### config.mk
export PLATFORM = sky130hd
export DESIGN_NAME = multicycle_control_flat
export DESIGN_NICKNAME = d
export VERILOG_FILES = /design/src/rtl/multicycle_control_if.sv /design/src/rtl/multicycle_control.sv /design/src/flat_wrapper.sv
export SDC_FILE = /design/constraint.sdc
export NUM_CORES = 1
export LEC_CHECK = 0
export ABC_AREA = 1
export BUFFER_PORTS_ARGS = -buffer_cell sky130_fd_sc_hd__buf_2
export CELL_PAD_IN_SITES_DETAIL_PLACEMENT = 1
export CELL_PAD_IN_SITES_GLOBAL_PLACEMENT = 2
export CORE_MARGIN = 1.5
export CORE_UTILIZATION = 23
export DETAILED_ROUTE_END_ITERATION = 10
export GPL_TIMING_DRIVEN = 0
export PLACE_DENSITY_LB_ADDON = 0.1
export SYNTH_ARGS = -nofsm -noshare
export SYNTH_HDL_FRONTEND = slang
export SYNTH_SLANG_ARGS = --single-unit
### constraint.sdc
create_clock -name clk -period 2.4 [get_ports clk]
set_clock_uncertainty 0.1 [all_clocks]
set_input_delay 0.24 -clock clk [delete_from_list [all_inputs] [get_ports clk]]
set_output_delay 0.24 -clock clk [all_outputs]
set_load 0.05 [all_outputs]
### src/rtl/multicycle_control_if.sv
// Control/status bundle between the multi-cycle sequencer (master) and the
// datapath plus unified memory (slave).
interface multicycle_control_if;
  logic [31:0] ir;
  logic        zero;
  logic        mem_ready;
  logic        mem_req;
  logic        mem_we;
  logic        i_or_d;
  logic        ir_write;
  logic        pc_write;
  logic [1:0]  pc_src;
  logic [1:0]  alu_src_a;
  logic [1:0]  alu_src_b;
  logic [3:0]  alu_op;
  logic        reg_write;
  logic [1:0]  reg_dst;
  logic [1:0]  reg_src;
  logic [2:0]  state;
  logic        illegal;
  logic        timeout;

  modport master (
    input  ir, zero, mem_ready,
    output mem_req, mem_we, i_or_d, ir_write, pc_write, pc_src,
           alu_src_a, alu_src_b, alu_op, reg_write, reg_dst, reg_src,
           state, illegal, timeout
  );

  modport slave (
    output ir, zero, mem_ready,
    input  mem_req, mem_we, i_or_d, ir_write, pc_write, pc_src,
           alu_src_a, alu_src_b, alu_op, reg_write, reg_dst, reg_src,
           state, illegal, timeout
  );
endinterface

### src/rtl/multicycle_control.sv
// Multi-cycle MIPS sequencer: FETCH/DECODE/EXEC/MEM/WB FSM with memory-wait timeout.
// Optional MCTRL_PERF_EN adds free-running cycle_cnt and retired instr_cnt outputs.
module multicycle_control #(
  parameter int unsigned TIMEOUT = 255
) (
  input  logic clk,
  input  logic rst,
`ifdef MCTRL_PERF_EN
  output logic [31:0] cycle_cnt,
  output logic [31:0] instr_cnt,
`endif
  multicycle_control_if.master bus
);

  localparam logic [3:0] ALU_NOP  = 4'd0,  ALU_ADD = 4'd1,  ALU_SUB = 4'd2,
                         ALU_AND  = 4'd3,  ALU_OR  = 4'd4,  ALU_SLT = 4'd5,
                         ALU_SLTU = 4'd6,  ALU_XOR = 4'd7,  ALU_NOR = 4'd8,
                         ALU_SLL  = 4'd9,  ALU_SRL = 4'd10, ALU_SRA = 4'd11,
                         ALU_LUI  = 4'd12;

  localparam logic [2:0] S_FETCH = 3'd0, S_DECODE = 3'd1, S_EXEC = 3'd2,
                         S_MEM   = 3'd3, S_WB     = 3'd4;

  localparam logic [5:0] OP_RTYPE = 6'h00, OP_J    = 6'h02, OP_JAL  = 6'h03,
                         OP_BEQ   = 6'h04, OP_BNE  = 6'h05, OP_ADDI = 6'h08,
                         OP_SLTI  = 6'h0A, OP_ANDI = 6'h0C, OP_ORI  = 6'h0D,
                         OP_LUI   = 6'h0F, OP_LW   = 6'h23, OP_SW   = 6'h2B;

  localparam logic [5:0] F_SLL = 6'h00, F_SRL  = 6'h02, F_SRA = 6'h03,
                         F_JR  = 6'h08, F_JALR = 6'h09, F_ADD = 6'h20,
                         F_ADDU = 6'h21, F_SUB = 6'h22, F_SUBU = 6'h23,
                         F_AND = 6'h24, F_OR   = 6'h25, F_XOR = 6'h26,
                         F_NOR = 6'h27, F_SLT  = 6'h2A, F_SLTU = 6'h2B;

  localparam int CW = (TIMEOUT < 2) ? 1 : $clog2(TIMEOUT + 1);
  localparam logic [CW-1:0] TMO_V = CW'(TIMEOUT);

  typedef enum logic [3:0] {
    C_NONE, C_RALU, C_RSH, C_JR, C_JALR, C_IALU,
    C_LW, C_SW, C_BEQ, C_BNE, C_J, C_JAL
  } cls_t;

  logic [2:0]    state_q, state_d;
  logic [CW-1:0] wait_q, wait_d;
  cls_t          cls;
  logic [3:0]    ex_op;
  logic          mem_state;
  logic          tmo_hit;

  assign mem_state = (state_q == S_FETCH) || (state_q == S_MEM);
  assign tmo_hit   = (TIMEOUT != 0) && mem_state && (wait_q == TMO_V);

  // Instruction class and EXEC-stage ALU op.
  always_comb begin
    cls   = C_NONE;
    ex_op = ALU_NOP;
    case (bus.ir[31:26])
      OP_RTYPE: begin
        case (bus.ir[5:0])
          F_ADD, F_ADDU: begin cls = C_RALU; ex_op = ALU_ADD;  end
          F_SUB, F_SUBU: begin cls = C_RALU; ex_op = ALU_SUB;  end
          F_AND:         begin cls = C_RALU; ex_op = ALU_AND;  end
          F_OR:          begin cls = C_RALU; ex_op = ALU_OR;   end
          F_XOR:         begin cls = C_RALU; ex_op = ALU_XOR;  end
          F_NOR:         begin cls = C_RALU; ex_op = ALU_NOR;  end
          F_SLT:         begin cls = C_RALU; ex_op = ALU_SLT;  end
          F_SLTU:        begin cls = C_RALU; ex_op = ALU_SLTU; end
          F_SLL:         begin cls = C_RSH;  ex_op = ALU_SLL;  end
          F_SRL:         begin cls = C_RSH;  ex_op = ALU_SRL;  end
          F_SRA:         begin cls = C_RSH;  ex_op = ALU_SRA;  end
          F_JR:          cls = C_JR;
          F_JALR:        cls = C_JALR;
          default:       ;
        endcase
      end
      OP_ADDI: begin cls = C_IALU; ex_op = ALU_ADD; end
      OP_SLTI: begin cls = C_IALU; ex_op = ALU_SLT; end
      OP_ANDI: begin cls = C_IALU; ex_op = ALU_AND; end
      OP_ORI:  begin cls = C_IALU; ex_op = ALU_OR;  end
      OP_LUI:  begin cls = C_IALU; ex_op = ALU_LUI; end
      OP_LW:   begin cls = C_LW;   ex_op = ALU_ADD; end
      OP_SW:   begin cls = C_SW;   ex_op = ALU_ADD; end
      OP_BEQ:  begin cls = C_BEQ;  ex_op = ALU_SUB; end
      OP_BNE:  begin cls = C_BNE;  ex_op = ALU_SUB; end
      OP_J:    cls = C_J;
      OP_JAL:  cls = C_JAL;
      default: ;
    endcase
  end

  always_ff @(posedge clk or posedge rst) begin
    if (rst) begin
      state_q <= S_FETCH;
      wait_q  <= '0;
    end else begin
      state_q <= state_d;
      wait_q  <= wait_d;
    end
  end

  always_comb begin
    state_d = S_FETCH;
    case (state_q)
      S_FETCH:  state_d = (!tmo_hit && bus.mem_ready) ? S_DECODE : S_FETCH;
      S_DECODE: state_d = (cls == C_NONE) ? S_FETCH : S_EXEC;
      S_EXEC: begin
        if (cls == C_LW || cls == C_SW)
          state_d = S_MEM;
        else if (cls == C_RALU || cls == C_RSH || cls == C_IALU)
          state_d = S_WB;
        else
          state_d = S_FETCH;
      end
      S_MEM: begin
        if (tmo_hit || !bus.mem_ready)
          state_d = tmo_hit ? S_FETCH : S_MEM;
        else
          state_d = (cls == C_SW) ? S_FETCH : S_WB;
      end
      default:  state_d = S_FETCH;
    endcase
  end

  // Wait counter restarts with every new memory access.
  always_comb begin
    wait_d = wait_q;
    if (tmo_hit || ((state_d != state_q) && (state_d == S_FETCH || state_d == S_MEM)))
      wait_d = '0;
    else if (mem_state && !bus.mem_ready)
      wait_d = wait_q + 1'b1;
  end

  always_comb begin
    bus.mem_req   = 1'b0;
    bus.mem_we    = 1'b0;
    bus.i_or_d    = 1'b0;
    bus.ir_write  = 1'b0;
    bus.pc_write  = 1'b0;
    bus.pc_src    = 2'd0;
    bus.alu_src_a = 2'd0;
    bus.alu_src_b = 2'd0;
    bus.alu_op    = ALU_NOP;
    bus.reg_write = 1'b0;
    bus.reg_dst   = 2'd0;
    bus.reg_src   = 2'd0;
    bus.state     = 3'd0;
    bus.illegal   = 1'b0;
    bus.timeout   = 1'b0;
    if (!rst) begin
      bus.state   = state_q;
      bus.timeout = tmo_hit;
      case (state_q)
        S_FETCH: begin
          bus.mem_req   = !tmo_hit;
          bus.alu_src_b = 2'd1;
          bus.alu_op    = ALU_ADD;
          bus.ir_write  = !tmo_hit && bus.mem_ready;
          bus.pc_write  = !tmo_hit && bus.mem_ready;
        end
        S_DECODE: begin
          bus.alu_src_b = 2'd3;
          bus.alu_op    = ALU_ADD;
          bus.illegal   = (cls == C_NONE);
        end
        S_EXEC: begin
          case (cls)
            C_RALU: begin bus.alu_src_a = 2'd1; bus.alu_op = ex_op; end
            C_RSH:  begin bus.alu_src_a = 2'd2; bus.alu_op = ex_op; end
            C_IALU, C_LW, C_SW: begin
              bus.alu_src_a = 2'd1;
              bus.alu_src_b = 2'd2;
              bus.alu_op    = ex_op;
            end
            C_BEQ, C_BNE: begin
              bus.alu_src_a = 2'd1;
              bus.alu_op    = ex_op;
              bus.pc_src    = 2'd1;
              bus.pc_write  = (cls == C_BEQ) ? bus.zero : !bus.zero;
            end
            C_J, C_JAL: begin
              bus.pc_write  = 1'b1;
              bus.pc_src    = 2'd2;
              bus.reg_write = (cls == C_JAL);
              bus.reg_dst   = (cls == C_JAL) ? 2'd2 : 2'd0;
              bus.reg_src   = (cls == C_JAL) ? 2'd2 : 2'd0;
            end
            C_JR, C_JALR: begin
              bus.pc_write  = 1'b1;
              bus.pc_src    = 2'd3;
              bus.reg_write = (cls == C_JALR);
              bus.reg_dst   = (cls == C_JALR) ? 2'd1 : 2'd0;
              bus.reg_src   = (cls == C_JALR) ? 2'd2 : 2'd0;
            end
            default: ;
          endcase
        end
        S_MEM: begin
          bus.mem_req = !tmo_hit;
          bus.i_or_d  = !tmo_hit;
          bus.mem_we  = !tmo_hit && (cls == C_SW);
        end
        S_WB: begin
          bus.reg_write = 1'b1;
          bus.reg_dst   = (cls == C_RALU || cls == C_RSH) ? 2'd1 : 2'd0;
          bus.reg_src   = (cls == C_LW) ? 2'd1 : 2'd0;
        end
        default: ;
      endcase
    end
  end

`ifdef MCTRL_PERF_EN
  logic [31:0] cycle_q, instr_q;

  always_ff @(posedge clk or posedge rst) begin
    if (rst) begin
      cycle_q <= '0;
      instr_q <= '0;
    end else begin
      cycle_q <= cycle_q + 32'd1;
      // Retire only on a normal return to FETCH, not on illegal/timeout aborts.
      if (state_q != S_FETCH && state_d == S_FETCH && !bus.illegal && !bus.timeout)
        instr_q <= instr_q + 32'd1;
    end
  end

  assign cycle_cnt = cycle_q;
  assign instr_cnt = instr_q;
`endif

endmodule
### src/flat_wrapper.sv
// flat-port wrapper written by rule: the top's interface ports become plain ports
module multicycle_control_flat 
#(
  parameter int unsigned TIMEOUT = 255
)
  (clk, rst, bus_ir, bus_zero, bus_mem_ready, bus_mem_req, bus_mem_we, bus_i_or_d, bus_ir_write, bus_pc_write, bus_pc_src, bus_alu_src_a, bus_alu_src_b, bus_alu_op, bus_reg_write, bus_reg_dst, bus_reg_src, bus_state, bus_illegal, bus_timeout);
  multicycle_control_if bus_i ();
  input  logic clk;
  input  logic rst;
  input wire logic [$bits(bus_i.ir)-1:0] bus_ir;
  input wire logic [$bits(bus_i.zero)-1:0] bus_zero;
  input wire logic [$bits(bus_i.mem_ready)-1:0] bus_mem_ready;
  output wire logic [$bits(bus_i.mem_req)-1:0] bus_mem_req;
  output wire logic [$bits(bus_i.mem_we)-1:0] bus_mem_we;
  output wire logic [$bits(bus_i.i_or_d)-1:0] bus_i_or_d;
  output wire logic [$bits(bus_i.ir_write)-1:0] bus_ir_write;
  output wire logic [$bits(bus_i.pc_write)-1:0] bus_pc_write;
  output wire logic [$bits(bus_i.pc_src)-1:0] bus_pc_src;
  output wire logic [$bits(bus_i.alu_src_a)-1:0] bus_alu_src_a;
  output wire logic [$bits(bus_i.alu_src_b)-1:0] bus_alu_src_b;
  output wire logic [$bits(bus_i.alu_op)-1:0] bus_alu_op;
  output wire logic [$bits(bus_i.reg_write)-1:0] bus_reg_write;
  output wire logic [$bits(bus_i.reg_dst)-1:0] bus_reg_dst;
  output wire logic [$bits(bus_i.reg_src)-1:0] bus_reg_src;
  output wire logic [$bits(bus_i.state)-1:0] bus_state;
  output wire logic [$bits(bus_i.illegal)-1:0] bus_illegal;
  output wire logic [$bits(bus_i.timeout)-1:0] bus_timeout;
  assign bus_i.ir = bus_ir;
  assign bus_i.zero = bus_zero;
  assign bus_i.mem_ready = bus_mem_ready;
  assign bus_mem_req = bus_i.mem_req;
  assign bus_mem_we = bus_i.mem_we;
  assign bus_i_or_d = bus_i.i_or_d;
  assign bus_ir_write = bus_i.ir_write;
  assign bus_pc_write = bus_i.pc_write;
  assign bus_pc_src = bus_i.pc_src;
  assign bus_alu_src_a = bus_i.alu_src_a;
  assign bus_alu_src_b = bus_i.alu_src_b;
  assign bus_alu_op = bus_i.alu_op;
  assign bus_reg_write = bus_i.reg_write;
  assign bus_reg_dst = bus_i.reg_dst;
  assign bus_reg_src = bus_i.reg_src;
  assign bus_state = bus_i.state;
  assign bus_illegal = bus_i.illegal;
  assign bus_timeout = bus_i.timeout;
  multicycle_control #(.TIMEOUT(TIMEOUT)) u_core (.clk(clk), .rst(rst), .bus(bus_i));
endmodule
==> impl_metrics.yaml, run 1 <==
yosys:
  yosys.area.top_type: "dfrtp_1"
  syn-num-nets: 278
  syn_inst: 241
  yosys.area.top_type_share_pct: 19.05
  netlist_area_um2: 1445
  synth_area_leaders: "dfrtp_1 (19%), nand2_1 (13%), nor2_1 (9.6%), inv_1 (8.8%), nand3_1 (8.7%)"
  synth.distinct_cells: 29
  synth.avg_cell_area_um2: 5.996
  synth-seq-cells: 11
  yosys_warnings: 0
  ys_seq_area_share_pct: 19.05
setup_path:
  cp_data_arrival_time_ns: 1.95
  reg2reg_from: "u_core.wait_q[0]"
  cp-start-kind: "primary input"
  r2r_slack_ns: 0.29
  crit_path_end_kind: "output port"
  rr_worst_depth: 13
  cp.required_ns: 2.06
  r2r-end: "u_core.wait_q[7]"
  cp_max_fo: 7
  criticalPathCategory: "primary input to output port"
finish:
  layout-drive-gt1-share_pct: 40.14
  antenna_cells: 0
  final_area_um2: 1999
  finish.utilization_pct: 33.38
  area_growth_pct: 38.36
  final_nets: 332
clock_network:
  cts_tree: "yes"
  clkTransAtPathRegs_ns: 0.05
  clk_latency_ns: 0.24
  holdBufCountCts: 0
  cts_max_level: 1
  root_buffer: "clkbuf_8"
  cts_buffers: 3
  clk_path_buf_depth: 2
  clock-sinks: 11
hold_path:
  worstHoldPathType: "primary input to asynchronous set/reset pin"
timing:
  fin_tns_setup_ns: 0
  fin_crit_sh_pct: 95.24
  fmax_mhz: 437.5
  slew_headroom_pct: 67.28
  worst_slew_pin_slew_ns: 0.4909
  min_period_ns: 2.286
  maxSlewViolCount: 0
  setup_viol: 0
  hold_viol_final: 0
flow_run:
  cap_violations: 0
route:
  dr_wl_met3_um: 214
  routed_wl_um: 4800
  top_layer: "met3"
  drc: 0
  first_pass_iters: 4
  postRouteAntennaNets: 0
  viasPerCell: 4.542
  route.vias.total: 1676
  dr.first_iter.drc_count: 31
  wl_met1_um: 2545
  wl_per_cell_um: 13.01
  route.met2.wl_um: 2041
power_and_ir_drop:
  leakagePower_nw: 1.102
  power.density_nw_per_um2: 419.3
  total_power_mw: 0.8383
  ir_worst_vdd_v: 0.0003148
die:
  die_h_um: 82.27
  initial_core_util_pct: 24.12
  dieArea_um2: 6768
  die_width_um: 82.27
  ios: 61
  rows: 28
  core_um2: 5991
global_route:
  antenna_found_initial: 0
  grt_max_degree: 13
  grt_use_total_pct: 15.02
  grt_pass1_wl_um: 7859
  grt-ovfl-total: 0
  grt_pass1_vias: 1626
status:
  status: "finished clean"
placement:
  hpwl_um: 3941
  gp_congestion: 0.7828
  placed_area_um2: 1758
  numPortBuffers: 40
[cell families (layout without fill, tap and decap cells)]
| family | Yosys count | after routing | share of synthesized area [%] |
|---|---|---|---|
| simple gates | 163 | 163 | 58.01 |
| buf+inv | 39 | 92 | 10.13 |
| compound gates | 20 | 20 | 7.619 |
| flops | 11 | 11 | 19.05 |
| xor+xnor | 6 | 6 | 3.637 |
| fa+ha+maj | 1 | 1 | 0.8657 |
| mux | 1 | 1 | 0.6927 |
[cell type report]
type,count,area (um2)
well taps,75,93.84
plain buffers,1,3.754
repair buffers,49,280.3
multi-input cells,191,1159
fillers,794,3991
clock buffers,4,45.04
flip-flops and latches,11,275.3
inverters,38,142.6
[metal layers]
layer / vias to the layer above / GRT usage (%)
met5: - / 0
met4: 0 / 0.5085
met3: 0 / 2.308
met2: 35 / 23.01
met1: 766 / 23.05
li1: 875 / -
[through the flow]
stage               std cells  worst slack (ns)  hold WS, ns
floorplan                 241           0.01282       0.2139
global placement          356          -0.09128       0.4640
detailed placement        356          -0.04730       0.4828
CTS                       360          0.001235       0.3141
global route              369         -0.005566       0.3608
finish                    369            0.1143       0.3053
[worst max path at each step]
stage               start               end  slack (ns)  cells past startpoint
2_1_floorplan  bus_ir[31]  bus_alu_src_a[1]        0.01                      7
3_3_place_gp    bus_ir[2]     bus_alu_op[1]       -0.09                     11
3_5_place_dp   bus_ir[31]     bus_alu_op[1]       -0.05                     11
4_1_cts        bus_ir[31]     bus_alu_op[1]       0.001                     11
5_1_grt        bus_ir[30]     bus_alu_op[3]      -0.006                     13
6_report       bus_ir[30]     bus_alu_op[2]        0.11                     13
[cells in the mapped netlist, drive strengths merged]
cell and count:
a21o 2, mux2i 1, o21ai 7, o22ai 1, nand3 30, clkbuf 1, dfrtp 11, nand4 8
xor2 3, nand2 56, nor3b 1, xnor2 3, ha 1, or2 1, inv 38, nand3b 1
nor3 10, a21oi 10, nor2 56
[cells in the final DEF, fill, tap and decap left out, types with 2 or more instances in the layout]
| master | netlist | routed |
|---|---|---|
| a21o_1 | 2 | 2 |
| a21oi_1 | 9 | 7 |
| a21oi_2 | 1 | 3 |
| buf_2 | 0 | 35 |
| buf_4 | 0 | 13 |
| clkbuf_1 | 1 | 2 |
| clkbuf_8 | 0 | 3 |
| dfrtp_1 | 11 | 11 |
| inv_1 | 34 | 33 |
| inv_2 | 4 | 5 |
| nand2_1 | 49 | 44 |
| nand2_2 | 6 | 11 |
| nand3_1 | 25 | 20 |
| nand3_2 | 5 | 10 |
| nand4_1 | 6 | 6 |
| nand4_2 | 2 | 2 |
| nor2_1 | 37 | 26 |
| nor2_2 | 13 | 15 |
| nor2_4 | 5 | 14 |
| nor3_1 | 10 | 9 |
| o21ai_0 | 5 | 4 |
| o21ai_2 | 0 | 2 |
| xnor2_1 | 3 | 3 |
| xor2_1 | 3 | 3 |
[power by group]
group	leakage, nW	switching (mW)	internal, mW
logic	0.929	0.294	0.122
registers	0.150	0.0266	0.210
clock network	0.0228	0.0683	0.117
[worst max-delay path: stages]
cell     delay (ns)
buf_2          0.12
nor2_4         0.19
nand2_1        0.09
nor2_2         0.18
nor2_4         0.06
buf_4          0.15
nand3_2        0.10
nor2_4         0.05
nand3_1        0.08
nand4_1        0.12
o21ai_2        0.26
a21oi_1        0.09
buf_4          0.20
[what timing repair did]
action                                  4_1_cts  5_1_grt
pin swaps                                     0        6
hold endpoints to repair                      0        0
resized for setup                             5       33
endpoints found under the setup margin        3        7
setup buffers                                 0        9
[flip-flops by register name (all words and copies together), names as in the netlist]
signal / count
u_core.state_q: 3
u_core.wait_q: 8
Power figures use the tool's default switching activity.
==> inputs of run 2 (changes only) <==
--- a/config.mk
+++ b/config.mk
@@ -13,7 +13,7 @@
 export CORE_UTILIZATION = 23
 export DETAILED_ROUTE_END_ITERATION = 10
 export GPL_TIMING_DRIVEN = 0
-export PLACE_DENSITY_LB_ADDON = 0.1
+export PLACE_DENSITY_LB_ADDON = 0.08
 export SYNTH_ARGS = -nofsm -noshare
 export SYNTH_HDL_FRONTEND = slang
 export SYNTH_SLANG_ARGS = --single-unit
==> impl_metrics.yaml, run 2 (synthesized netlist as in run 1, its figures left out) <==
placement:
  placed_area_um2: 1758
  numPortBuffers: 40
  hpwl_um: 3881
  gp_congestion: 0.8153
  dp_slack_ns: -0.03959
  dp_cells: 356
setup_path:
  crit_end: "bus_alu_op[2]"
  crit_path_end_kind: "output port"
  reg2reg_from: "u_core.wait_q[0]"
  r2r_slack_ns: 0.35
  cp_data_arrival_time_ns: 1.94
  startpoint: "bus_ir[30]"
  r2r-end: "u_core.wait_q[7]"
  criticalPathCategory: "primary input to output port"
  cp.required_ns: 2.06
  cp-start-kind: "primary input"
  rr_worst_depth: 13
  cp_max_fo: 7
finish:
  largest_register_ffs: 8
  largestRegisters: "u_core.wait_q x8, u_core.state_q x3"
  finish.utilization_pct: 33.35
  registers.top_by_ff_count: "u_core.wait_q"
  nFillCells: 804
  antenna_cells: 0
  multiInputGateArea_um2: 1144
  final_nets: 332
  layout-drive-gt1-share_pct: 39.46
  layout_common_cells: "nand2_1 (45), buf_2 (35), inv_1 (34)"
  final_area_um2: 1998
  layoutNonFillerInstCount: 369
  layout_commonest_cell: "nand2_1"
  ff_latch_area_um2: 275.3
  area_growth_pct: 38.27
power_and_ir_drop:
  leakagePower_nw: 1.109
  power.density_nw_per_um2: 423.5
  ir_worst_vdd_v: 0.0003606
status:
  status: "finished clean"
global_route:
  grt_pass1_vias: 1617
  grt_use_total_pct: 14.68
  grt_max_degree: 13
  grt_pass1_wl_um: 7790
  antenna_found_initial: 0
  grt-ovfl-total: 0
route:
  wl_per_cell_um: 12.60
  dr.first_iter.drc_count: 81
  route.vias.total: 1700
  viasPerCell: 4.607
  drc: 0
  routed_wl_um: 4651
  first_pass_iters: 4
  postRouteAntennaNets: 0
die:
  dieArea_um2: 6768
  initial_core_util_pct: 24.12
  die_h_um: 82.27
  core_um2: 5991
  ios: 61
  rows: 28
  die_width_um: 82.27
hold_path:
  worstHoldPathType: "primary input to asynchronous set/reset pin"
timing:
  slew_headroom_pct: 67.59
  worst_slew_pin_slew_ns: 0.4856
  fmax_mhz: 439.4
  setup_viol: 0
  hold_viol_final: 0
  setup_ws_ns: 0.1239
  maxSlewViolCount: 0
  holdWs_ns: 0.2891
  min_period_ns: 2.276
  fin_crit_sh_pct: 94.84
clock_network:
  clock-sinks: 11
  cts_buffers: 3
  root_buffer: "clkbuf_8"
  cts_max_level: 1
  cts_tree: "yes"
  clk_path_buf_depth: 2
  clk_latency_ns: 0.24
  clkTransAtPathRegs_ns: 0.06
flow_run:
  cap_violations: 0
[run 2: critical path, cell delays in order]
cell	delay, ns
buf_2	0.12
nor2_4	0.20
nand2_1	0.09
nor2_2	0.19
nor2_4	0.08
buf_12	0.13
nand3_2	0.10
nor2_4	0.05
nand3_1	0.08
nand4_1	0.13
o21ai_2	0.26
a21oi_1	0.08
buf_4	0.20
[run 2: where the power goes]
group | switching [mW] | internal, mW
clock | 0.0739 | 0.114
sequential | 0.0261 | 0.210
combinational | 0.294 | 0.128
total | 0.394 | 0.453
[run 2: final cells by class]
type	instances	share of cell area [%]
multi-input combinational	191	57.23
timing repair buffer	49	14.65
sequential	11	13.78
inverter	38	7.138
tap	75	4.696
clock buffer	3	2.066
clock inverter	1	0.2505
buffer	1	0.1879
[run 2: what timing repair did]
action | CTS | global route
resized for setup | 5 | 30
setup buffers | 0 | 9
endpoints found under the setup margin | 3 | 11
hold buffers | 0 | 0
pin swaps | 0 | 4
[run 2: layer usage]
layer / vias up / wire length, um / GRT usage, %
li1: 877 / - / -
met3: 2 / 233 / 2.308
met2: 39 / 2023 / 23.09
met5: - / 0 / 0
met4: 0 / 14 / 1.017
met1: 782 / 2379 / 21.79
[run 2: per-stage QoR]
step / setup TNS [ns] / total power, mW
2_1_floorplan: 0 / 0.5263
3_3_place_gp: -0.3351 / 0.6258
3_5_place_dp: -0.08635 / 0.6265
4_1_cts: 0 / 0.8207
5_1_grt: -0.01183 / 0.9096
6_report: 0 / 0.8462
[run 2: how the worst min path moves through the flow]
stage	slack [ns]	to
6_report	0.29	u_core.wait_q[6]
5_1_grt	0.37	u_core.state_q[1]
4_1_cts	0.31	u_core.wait_q[7]
3_5_place_dp	0.47	u_core.wait_q[4]
3_3_place_gp	0.46	u_core.wait_q[7]
2_1_floorplan	0.21	u_core.state_q[0]
==> inputs of run 3 (changes only) <==
--- a/config.mk
+++ b/config.mk
@@ -5,12 +5,11 @@
 export SDC_FILE = /design/constraint.sdc
 export NUM_CORES = 1
 export LEC_CHECK = 0
-export ABC_AREA = 1
 export BUFFER_PORTS_ARGS = -buffer_cell sky130_fd_sc_hd__buf_2
 export CELL_PAD_IN_SITES_DETAIL_PLACEMENT = 1
 export CELL_PAD_IN_SITES_GLOBAL_PLACEMENT = 2
 export CORE_MARGIN = 1.5
-export CORE_UTILIZATION = 23
+export CORE_UTILIZATION = 25
 export DETAILED_ROUTE_END_ITERATION = 10
 export GPL_TIMING_DRIVEN = 0
 export PLACE_DENSITY_LB_ADDON = 0.08
==> impl_metrics.yaml, run 3 <==
yosys:
  synth-async-reset-ratio_pct: 100.0
  yosys.cell_count.top_type: "nand2_1"
  yosys.area.top_type_share_pct: 17.81
  synth.avg_cell_area_um2: 6.807
  synth_area_leaders: "dfrtp_1 (18%), a21oi_1 (7.8%), nand2_1 (6.6%), nor2_1 (5.6%), nor2b_1 (3.2%)"
  synthFlopType: "dfrtp_1"
  ys_seq_area_share_pct: 17.81
  synthTopCellsByCount: "nand2_1 (27), a21oi_1 (24), nor2_1 (23)"
  syn-num-nets: 264
  yosys.area.top_type: "dfrtp_1"
  synth_edf_count: 0
  yosys_warnings: 0
  synth.distinct_cells: 56
  syn_inst: 227
  synth-seq-cells: 11
  netlist_area_um2: 1545
setup_path:
  cp.required_ns: 2.06
  cp_data_arrival_time_ns: 2.27
  cpPeakStageDelay_ns: 0.53
  cp-start-kind: "primary input"
  cpMostUsedCell: "or3_4"
  cp_cell_sequence: "buf_6, or4_4, or3_4, or3_4, or3_4, a21oi_4, buf_6"
  slowest_stage: "or4_4"
  cp_max_fo: 3
  path_delay_family: "simple AND/OR/NAND/NOR gates"
  crit_buf_inv: 2
  crit_path_end_kind: "output port"
  criticalPathCategory: "primary input to output port"
global_route:
  grt_pass1_wl_um: 9246
  grtUsageMet3_pct: 0.6667
  met1_usage_pct: 23.13
  grt.busiest_layer: "met2"
  grt-ovfl-total: 0
  antenna_found_initial: 0
  grt_use_total_pct: 17.80
  gr-usage-met2_pct: 32.40
  grt_pass1_vias: 1840
  grt_max_degree: 14
route:
  routed_wl_um: 5656
  viasPerCell: 5.192
  drc: 0
  dr.first_iter.drc_count: 81
  postRouteAntennaNets: 0
  wl_per_cell_um: 15.98
  route.vias.total: 1838
  first_pass_iters: 4
finish:
  area_growth_pct: 52.87
  final_area_um2: 2362
  layoutNonFillerInstCount: 354
  antenna_cells: 0
  registers.top_by_ff_count: "u_core.wait_q"
  final_nets: 317
  largestRegisters: "u_core.wait_q x8, u_core.state_q x3"
  layout_common_cells: "buf_2 (26), nand2_1 (25), a21oi_1 (20)"
  largest_register_ffs: 8
  layout_commonest_cell: "buf_2"
  layout-drive-gt1-share_pct: 40.50
die:
  core_um2: 5956
  die_width_um: 81.62
  die_h_um: 81.62
  ios: 61
  initial_core_util_pct: 25.95
  rows: 28
  dieArea_um2: 6662
clock_network:
  clkTransAtPathRegs_ns: 0.05
  clk_latency_ns: 0.24
  cts_tree: "yes"
  clock-sinks: 11
  root_buffer: "clkbuf_8"
  clk_path_buf_depth: 2
  cts_max_level: 1
  cts_buffers: 3
power_and_ir_drop:
  leakagePower_nw: 0.9619
  power.density_nw_per_um2: 378.9
  total_power_mw: 0.8950
  ir_worst_vdd_v: 0.0003665
placement:
  numPortBuffers: 36
  hpwl_um: 4332
  placed_area_um2: 1981
  gp_congestion: 0.7399
  dp_cells: 338
timing:
  setup_ws_ns: -0.2066
  slew_headroom_pct: 54.55
  setup_viol: 10
  maxSlewViolCount: 0
  rsz0062_at_grt: "true"
  worst_slew_pin_slew_ns: 0.6755
  min_period_ns: 2.607
  fmax_mhz: 383.6
  hold_viol_final: 0
  fin_crit_sh_pct: 108.6
status:
  violations: "negative setup slack"
  status: "finished, violations left"
hold_path:
  worstHoldPathType: "primary input to flop"
flow_run:
  cap_violations: 0
run 3: cell count changes after synthesis, moves of 7 or more:
cell      previous run  this run
nand3_1             25         8
inv_1               34         8
nor2b_1              0         8
a21oi_1              9        24
nor2_1              37        23
clkbuf_1             1        11
nor2_2              13         1
nand2_1             49        27
nand2b_1             0         7
run 3: routing by layer:
| metal | share of wire, % | vias up |
|---|---|---|
| met5 | 0 | - |
| met4 | 0.67 | 0 |
| met3 | 1.3 | 4 |
| met2 | 52 | 19 |
| met1 | 46 | 889 |
| li1 | - | 926 |
run 3: worst paths after layout:
check | to | start | cells after the start | slack (ns)
setup / recovery | bus_alu_src_a[0] | bus_ir[29] | 7 | -0.21
hold / removal | u_core.state_q[0] | bus_mem_ready | 3 | 0.30
setup reg to reg | u_core.wait_q[5] | u_core.state_q[0] | 7 | 0.27
hold reg to reg | u_core.wait_q[6] | u_core.wait_q[6] | 3 | 0.47
max in group asynchronous | u_core.state_q[2] | rst | 3 | 1.38
min in group asynchronous | u_core.state_q[1] | rst | 3 | 0.50
run 3: worst min-delay path: stages:
cell and delay, ns:
buf_2 0.15, o32a_1 0.17, nor2_1 0.04
run 3: report_power, final:
part,internal [mW],switching [mW]
Clock,0.116,0.0669
Combinational,0.178,0.297
Sequential,0.210,0.0270
run 3: layout make-up:
class	instances	area (um2)
buffer	15	81.33
clock buffer	4	45.04
fill	755	3593
inverter	8	30.03
multi-input combinational	189	1431
sequential	11	276.5
tap	75	93.84
timing repair buffer	52	404.1
run 3: what timing repair did:
| action | in CTS | in global routing |
|---|---|---|
| endpoints found under the hold margin | 11 | 0 |
| hold buffers | 1 | 0 |
| gates cloned | 0 | 0 |
| setup endpoints to repair | 25 | 25 |
| gates resized for setup | 47 | 28 |
| pin swaps | 12 | 7 |
| setup buffers | 9 | 6 |
run 3: logic make-up (layout without fill, tap and decap cells):
group | Yosys count | after routing | share of synthesized area [%]
xor gates and xnor gates | 8 | 8 | 4.534
and+or+nand+nor | 116 | 116 | 40.41
adders and majority gates | 1 | 1 | 0.8096
AOI/OAI and AO/OA | 62 | 62 | 27.86
DFF | 11 | 11 | 17.81
buffers and inverters | 27 | 79 | 7.207
muxes | 2 | 2 | 1.376
run 3: through the flow:
step	TNS [ns]	hold WS (ns)	util [%]	setup WS (ns)
floorplan	-1.680	-0.007562	-	-0.3028
global placement	-8.702	0.2200	33.26	-0.6067
detailed placement	-8.274	0.2132	33.26	-0.5993
CTS	-2.944	0.2974	37.52	-0.3034
global route	-1.862	0.3551	39.66	-0.2531
finish	-1.121	0.3013	39.66	-0.2066
